<file path="config.mk">
export PLATFORM = sky130hd
export DESIGN_NAME = vsm_seq_flat
export DESIGN_NICKNAME = d
export VERILOG_FILES = /design/src/rtl/vsm_seq_if.sv /design/src/rtl/vsm_seq.sv /design/src/flat_wrapper.sv
export SDC_FILE = /design/constraint.sdc
export NUM_CORES = 1
export LEC_CHECK = 0
export BUFFER_PORTS_ARGS = -buffer_cell sky130_fd_sc_hd__buf_2
export CAP_MARGIN = 10
export CORE_UTILIZATION = 43
export DETAILED_ROUTE_END_ITERATION = 10
export GPL_TIMING_DRIVEN = 0
export PLACE_DENSITY = 0.85
export SYNTH_ARGS = -nofsm -noshare
export SYNTH_HDL_FRONTEND = slang
export SYNTH_SLANG_ARGS = --single-unit
</file>
<file path="constraint.sdc">
create_clock -name clk -period 4.15 [get_ports clk]
set_clock_uncertainty 0.15 [all_clocks]
set_input_delay 0.6225 -clock clk [delete_from_list [all_inputs] [get_ports clk]]
set_output_delay 0.6225 -clock clk [all_outputs]
set_load 0.05 [all_outputs]
</file>
<file path="src/rtl/vsm_seq_if.sv">
// Signal bundle between the vsm sequencer, its beat/result environment and the vsm unit.
interface vsm_seq_if #(
  parameter int SIZE = 3,
  parameter int CW   = 5
);
  logic                start;
  logic [CW-1:0]       n_cols;
  logic                in_valid;
  logic                in_ready;
  logic [8*SIZE-1:0]   in_col;
  logic [7:0]          in_scalar;
  logic                vsm_reset;
  logic                vsm_enable;
  logic [8*SIZE-1:0]   vsm_a;
  logic [7:0]          vsm_b;
  logic [8*SIZE-1:0]   vsm_out;
  logic                res_valid;
  logic                res_ready;
  logic [8*SIZE-1:0]   res_data;
  logic                busy;
  logic                done;

  modport master (
    output start, n_cols, in_valid, in_col, in_scalar, vsm_out, res_ready,
    input  in_ready, vsm_reset, vsm_enable, vsm_a, vsm_b, res_valid, res_data, busy, done
  );

  modport slave (
    input  start, n_cols, in_valid, in_col, in_scalar, vsm_out, res_ready,
    output in_ready, vsm_reset, vsm_enable, vsm_a, vsm_b, res_valid, res_data, busy, done
  );
endinterface

</file>
<file path="src/rtl/vsm_seq.sv">
// Job sequencer for the vsm multiply-accumulate unit: clears it, streams column beats,
// waits out its latency and holds the accumulated vector until the consumer takes it.
//
// state | meaning
// IDLE  | waiting for start; length latched on start
// CLEAR | one-cycle vsm_reset pulse
// FEED  | accepting beats, each one enables vsm combinationally
// DRAIN | waiting VSM_LAT cycles for vsm_out to settle, then capture
// HOLD  | result presented until res_ready
module vsm_seq #(
  parameter int SIZE     = 3,
  parameter int MAX_COLS = 16,
  parameter int VSM_LAT  = 1,
  parameter int CW       = $clog2(MAX_COLS + 1)
) (
  input  logic      clk,
  input  logic      reset,
  vsm_seq_if.slave  bus
);

  localparam int             LW       = (VSM_LAT > 1) ? $clog2(VSM_LAT) : 1;
  localparam logic [LW-1:0]  LAT_INIT = LW'(VSM_LAT - 1);
  localparam logic [CW-1:0]  COLS_MAX = CW'(MAX_COLS);

  typedef enum logic [2:0] {
    S_IDLE,
    S_CLEAR,
    S_FEED,
    S_DRAIN,
    S_HOLD
  } state_t;

  state_t             state_q, state_d;
  logic [CW-1:0]      rem_q, rem_d;
  logic [LW-1:0]      lat_q, lat_d;
  logic [8*SIZE-1:0]  res_q, res_d;
  logic               done_q, done_d;
  logic               xfer;

  assign xfer = (state_q == S_FEED) && bus.in_valid;

  always_ff @(posedge clk) begin
    if (reset) begin
      state_q <= S_IDLE;
      rem_q   <= '0;
      lat_q   <= '0;
      res_q   <= '0;
      done_q  <= 1'b0;
    end else begin
      state_q <= state_d;
      rem_q   <= rem_d;
      lat_q   <= lat_d;
      res_q   <= res_d;
      done_q  <= done_d;
    end
  end

  always_comb begin
    state_d = state_q;
    rem_d   = rem_q;
    lat_d   = lat_q;
    res_d   = res_q;
    done_d  = 1'b0;
    unique case (state_q)
      S_IDLE: begin
        if (bus.start) begin
          rem_d   = (bus.n_cols > COLS_MAX) ? COLS_MAX : bus.n_cols;
          state_d = S_CLEAR;
        end
      end
      S_CLEAR: begin
        lat_d   = LAT_INIT;
        state_d = (rem_q != '0) ? S_FEED : S_DRAIN;
      end
      S_FEED: begin
        lat_d = LAT_INIT;
        if (xfer) begin
          rem_d = rem_q - CW'(1);
          if (rem_q == CW'(1)) state_d = S_DRAIN;
        end
      end
      S_DRAIN: begin
        if (lat_q == '0) begin
          res_d   = bus.vsm_out;
          state_d = S_HOLD;
        end else begin
          lat_d = lat_q - LW'(1);
        end
      end
      S_HOLD: begin
        if (bus.res_ready) begin
          done_d  = 1'b1;
          state_d = S_IDLE;
        end
      end
      default: state_d = S_IDLE;
    endcase
  end

  // Beat path to vsm stays combinational so a transfer and its MAC share one edge.
  assign bus.in_ready   = (state_q == S_FEED);
  assign bus.vsm_reset  = (state_q == S_CLEAR);
  assign bus.vsm_enable = xfer;
  assign bus.vsm_a      = xfer ? bus.in_col    : '0;
  assign bus.vsm_b      = xfer ? bus.in_scalar : '0;
  assign bus.res_valid  = (state_q == S_HOLD);
  assign bus.res_data   = res_q;
  assign bus.busy       = (state_q != S_IDLE);
  assign bus.done       = done_q;

endmodule

</file>
<file path="src/flat_wrapper.sv">
// flat-port wrapper written by rule: the top's interface ports become plain ports
module vsm_seq_flat 
#(
  parameter int SIZE     = 3,
  parameter int MAX_COLS = 16,
  parameter int VSM_LAT  = 1,
  parameter int CW       = $clog2(MAX_COLS + 1)
)
  (clk, reset, bus_start, bus_n_cols, bus_in_valid, bus_in_col, bus_in_scalar, bus_vsm_out, bus_res_ready, bus_in_ready, bus_vsm_reset, bus_vsm_enable, bus_vsm_a, bus_vsm_b, bus_res_valid, bus_res_data, bus_busy, bus_done);
  vsm_seq_if #(.SIZE(SIZE), .CW(CW)) bus_i ();
  input  logic clk;
  input  logic reset;
  input wire logic [$bits(bus_i.start)-1:0] bus_start;
  input wire logic [$bits(bus_i.n_cols)-1:0] bus_n_cols;
  input wire logic [$bits(bus_i.in_valid)-1:0] bus_in_valid;
  input wire logic [$bits(bus_i.in_col)-1:0] bus_in_col;
  input wire logic [$bits(bus_i.in_scalar)-1:0] bus_in_scalar;
  input wire logic [$bits(bus_i.vsm_out)-1:0] bus_vsm_out;
  input wire logic [$bits(bus_i.res_ready)-1:0] bus_res_ready;
  output wire logic [$bits(bus_i.in_ready)-1:0] bus_in_ready;
  output wire logic [$bits(bus_i.vsm_reset)-1:0] bus_vsm_reset;
  output wire logic [$bits(bus_i.vsm_enable)-1:0] bus_vsm_enable;
  output wire logic [$bits(bus_i.vsm_a)-1:0] bus_vsm_a;
  output wire logic [$bits(bus_i.vsm_b)-1:0] bus_vsm_b;
  output wire logic [$bits(bus_i.res_valid)-1:0] bus_res_valid;
  output wire logic [$bits(bus_i.res_data)-1:0] bus_res_data;
  output wire logic [$bits(bus_i.busy)-1:0] bus_busy;
  output wire logic [$bits(bus_i.done)-1:0] bus_done;
  assign bus_i.start = bus_start;
  assign bus_i.n_cols = bus_n_cols;
  assign bus_i.in_valid = bus_in_valid;
  assign bus_i.in_col = bus_in_col;
  assign bus_i.in_scalar = bus_in_scalar;
  assign bus_i.vsm_out = bus_vsm_out;
  assign bus_i.res_ready = bus_res_ready;
  assign bus_in_ready = bus_i.in_ready;
  assign bus_vsm_reset = bus_i.vsm_reset;
  assign bus_vsm_enable = bus_i.vsm_enable;
  assign bus_vsm_a = bus_i.vsm_a;
  assign bus_vsm_b = bus_i.vsm_b;
  assign bus_res_valid = bus_i.res_valid;
  assign bus_res_data = bus_i.res_data;
  assign bus_busy = bus_i.busy;
  assign bus_done = bus_i.done;
  vsm_seq #(.SIZE(SIZE), .MAX_COLS(MAX_COLS), .VSM_LAT(VSM_LAT), .CW(CW)) u_core (.clk(clk), .reset(reset), .bus(bus_i));
endmodule
</file>
---- After elaboration in Yosys (flattened, before gate mapping) ----
Index checks and enable logic that the tools add are counted.
word-level totals
  bits in registers ....................... 34
  bits of input ports ..................... 66
cells by class
  $add $sub $neg .......................... 2
  $lt $le $gt $ge ......................... 1
  eq/ne operators ......................... 10
  mux-type cells .......................... 16
  bitwise logic cells ..................... 2
  reduce and logical (&&, ||, !) cells .... 11
operators with widths
  kind                 count
  $mux 24              1
  $mux 3               5
  $mux 5               3
  $pmux 3 s5           1
  $pmux 5 s2           1
  $mux 8               1
  $eq 3x2->1 const B   2
  $ne 2x2->1 const B   3
  $eq 5x1->1 const B   1
  $gt 5x5->1 const B   1
  $reduce_and 5->1     1
  $reduce_bool 5->1    1
  $sub 5x1->5 const B  1
  $ne 2x1->1 const B   2
  $reduce_bool 2->1    2
  $reduce_or 2->1      2
  $eq 3x1->1 const B   1
  $eq 3x3->1 const B   1
  $logic_not 3->1      1
  $mux 1               3
  $reduce_and 3->1     1
  $reduce_bool 3->1    1
  $not 1->1            2
  $pmux 1 s2           1
  3 further kinds      3

---- Logic depth before layout (Yosys ltp) ----
  depth after elaboration ................. 4
  depth in mapped cells ................... 8
  mapped depth without buffers ............ 5

---- Worst setup path before layout ----
No wires, ideal clock.
  kind .................................... flip-flop to output port
  from .................................... reg u_core.state_q[0]
  to ...................................... out bus_vsm_a[0]
  arrival ................................. 1891 ps
  required time ........................... 3377 ps
  slack ................................... 1486 ps
  cell stages (with the launch flop) ...... 8
  path buffers ............................ 4
  path through ............................ dfxtp_1 -> buf_6 -> or3b_1 -> buf_6 -> clkinv_4 -> buf_8 -> buf_2 -> and3_1
on the way
  word-level cells in the longest chain between the ends .. 3
ends and longest elaborated chain
  item                    RTL line            RTL
  start, declared         vsm_seq.sv:33       state_t state_q, state_d;
  start signal, assigned  vsm_seq.sv:50       state_q <= state_d;
  $eq 3x2->1              -
  net bus_in_ready        flat_wrapper.sv:20  output wire logic [$bits(bus_i.in_ready)-1:0] bus_in_ready;
  $logic_and 1x1->1       vsm_seq.sv:40       assign xfer = (state_q == S_FEED) && bus.in_valid;
  $mux 24                 vsm_seq.sv:104      assign bus.vsm_a = xfer ? bus.in_col : '0;
  end, declared           flat_wrapper.sv:23  output wire logic [$bits(bus_i.vsm_a)-1:0] bus_vsm_a;
The timed path passes the listed nets, and every way through them passes these cells.

---- Worst setup path in the final report ----
  from .................................... reg u_core.state_q[0]
  to ...................................... out bus_vsm_a[15]
on the way
  word-level cells in the longest chain between the ends .. 3
ends and longest elaborated chain
  item               RTL line
  $eq 3x2->1         vsm_seq.sv:40
  $logic_and 1x1->1  vsm_seq.sv:40
  $mux 24            vsm_seq.sv:104
No other way between the ends.

==> results.sh <==
export IMPL_htree_num_levels=2
export IMPL_placed_cells=388
export IMPL_first_iter_violations=97
export IMPL_hold_viol=0
export IMPL_core_mm2=0.00369
export IMPL_post_drt_wl_per_cell_um=13.5
export IMPL_area_growth_pct=47.8
export IMPL_synthCells=215
export IMPL_finish_utilization=0.672
export IMPL_syn_avg_cell_area_um2=7.80
export IMPL_synth_top_area_frac=0.394
export IMPL_initial_core_util=0.455
export IMPL_clk_latency_ns=0.28
export IMPL_power_leakage_nw=1.34
export IMPL_clk_pin_slew_ns=0.07
export IMPL_drt_wl_total_um=5340
export IMPL_slew_headroom=0.677
export IMPL_max_freq_mhz=353
export IMPL_arrival_ns=2.06
export IMPL_ctsResizeCount=0
export IMPL_overflow=0
export IMPL_synth_cell_types=38
export IMPL_ir_drop_uv=188
export IMPL_die_h_um=64.5
export IMPL_synth_area_mm2=0.00168
export IMPL_synth_nets=283
export IMPL_stdcell_count=396
export IMPL_num_antenna_cells=0
export IMPL_finalPower_mw=1.07
export IMPL_numCtsBuffers=5
export IMPL_fin_hold_ws_ns=0.301
export IMPL_cts_tree="done"
export IMPL_status="complete, no violations"
export IMPL_fp_dieW_um=64.5
export IMPL_grt_pass1_wl_um=8000
export IMPL_ant_nets=0
export IMPL_vias_per_cell=5.06
export IMPL_worstPathCellList="buf_6 > or3b_1 > buf_6 > clkinv_4 > buf_8 > clkbuf_2 > and3_1 > buf_2"
export IMPL_route_detailed_drc=0
export IMPL_cpPeakStageDelay_ns=0.38
export IMPL_grtUsageTotal=0.257
export IMPL_cts_root_buffer="clkbuf_8"
export IMPL_hold_buffers=0
export IMPL_cpMostUsedCell="buf_6"
export IMPL_synth_seq_cells=33
export IMPL_io_pins=128
export IMPL_synth_edf_count=0
export IMPL_firstDrtPassIters=4
export IMPL_hp_class="reg -> reg"
export IMPL_async_reset_ff_frac=0
export IMPL_final_common_cell="buf_2"
export IMPL_fin_crit_ns=2.83
export IMPL_synth_ff_type="dfxtp_1"
export IMPL_setup_viol=0
export IMPL_power_density_mw_per_mm2=431
export IMPL_criticalPathCategory="reg -> out"
export IMPL_numPortBuffers=125
export IMPL_antenna_found_initial=0
export IMPL_timing_setup_tns_ns=0
export IMPL_clockBufferDepth=2
export IMPL_post_synth_main_area_contributors="dfxtp_1 (39%), and3_1 (12%), nand2_1 (11%)"
export IMPL_crit_slowest_cell="or3b_1"
export IMPL_grt_max_degree=11
export IMPL_yosysSeqAreaShare=0.394
export IMPL_drive_above_1_share=0.411
export IMPL_maxCapViolations=0
export IMPL_hpwl_um=4200
export IMPL_clkSinkCount=33
export IMPL_grt_pass1_vias=1783
export IMPL_grt_setup_unrepaired="false"
export IMPL_yosysTopAreaCell="dfxtp_1"
export IMPL_timing_final_crit_share=0.683
export IMPL_final_cell_mix="buf_2 (126), nand2_1 (49), dfxtp_1 (33)"
export IMPL_row_count=22
export IMPL_vias=2005
export IMPL_end_kind="output pin"
export IMPL_cp_start_kind="flip-flop"
export IMPL_cp_required_ns=3.38
export IMPL_worstMarginPinSlew_ns=0.484
export IMPL_timing_final_max_slew_violations=0
export IMPL_yosysWarnings=0
export IMPL_critPathMaxFanout=10
export IMPL_gp_congestion=0.925
export IMPL_die_area_mm2=0.00416
export IMPL_final_nets=415
export IMPL_cts_setup_buffers=0
==> power by group <==
group / switching (mW) / internal, mW
Sequential: 0.0200 / 0.341
Clock: 0.114 / 0.196
Combinational: 0.267 / 0.131
==> cell usage after synthesis, drive strengths merged (2+ instances only) <==
library cell	instances
mux2i	3
and3b	2
dfxtp	33
nor2	4
nand2b	2
clkbuf	17
nor2b	4
or3b	2
a211oi	3
and3	32
a21oi	27
inv	5
buf	4
a2111oi	2
nand4	2
nand2	49
nand3b	2
nor3b	2
nor3	2
or3	3
ha	2
o32ai	3
==> critical path, delay by kind of cell, from the launching register on <==
kind          cells  cell delay [ns]
flops             1             0.31
simple gates      2             0.58
buf+inv           6             0.89
==> logic make-up after synthesis <==
family / after synthesis / synth area share
simple gates: 111 / 0.345
compound gates: 38 / 0.140
flops: 33 / 0.394
buf+inv: 27 / 0.0813
mux: 4 / 0.0246
fa+ha+maj: 2 / 0.0149
==> flip-flops by register name (all words and copies together), names as in the netlist <==
signal and count:
u_core.bus.done 1, u_core.bus.res_data 24, u_core.rem_q 5, u_core.state_q 3
==> worst paths after layout <==
check | from | to | slack, ns | cells past startpoint
worst min-delay path | u_core.bus.res_data[17]$_SDFFE_PP0P_ | u_core.bus.res_data[17]$_SDFFE_PP0P_ | 0.30 | 2
worst max register to register | u_core.state_q[1]$_SDFFE_PP0P_ | u_core.bus.res_data[14]$_SDFFE_PP0P_ | 2.25 | 5
worst min register to register | u_core.bus.res_data[17]$_SDFFE_PP0P_ | u_core.bus.res_data[17]$_SDFFE_PP0P_ | 0.30 | 2
worst max-delay path | u_core.state_q[0]$_SDFFE_PP0P_ | bus_vsm_a[15] | 1.32 | 8
==> layout make-up <==
cell class / instances / area, µm²
multi-input cells: 155 / 881
fillers: 335 / 1210
inverters: 6 / 27.5
plain buffers: 21 / 109
well taps: 48 / 60.1
clock inverters: 1 / 30.0
repair buffers: 125 / 626
clock buffers: 7 / 86.3
flip-flops and latches: 33 / 661
==> per-stage QoR <==
step	setup WS (ns)	area, µm²
2_1_floorplan	1.49	1680
3_3_place_gp	1.61	2360
3_5_place_dp	1.62	2360
4_1_cts	1.30	2480
5_1_grt	1.22	2480
6_report	1.32	2480
==> layer usage <==
layer	vias to the layer above	GRT usage	part of all wire
met5	-	0	0
met4	0	0.131	0.027
met3	11	0.0405	0.058
met2	86	0.500	0.55
met1	907	0.260	0.37
li1	1001	-	-
Power figures use the tool's default switching activity.
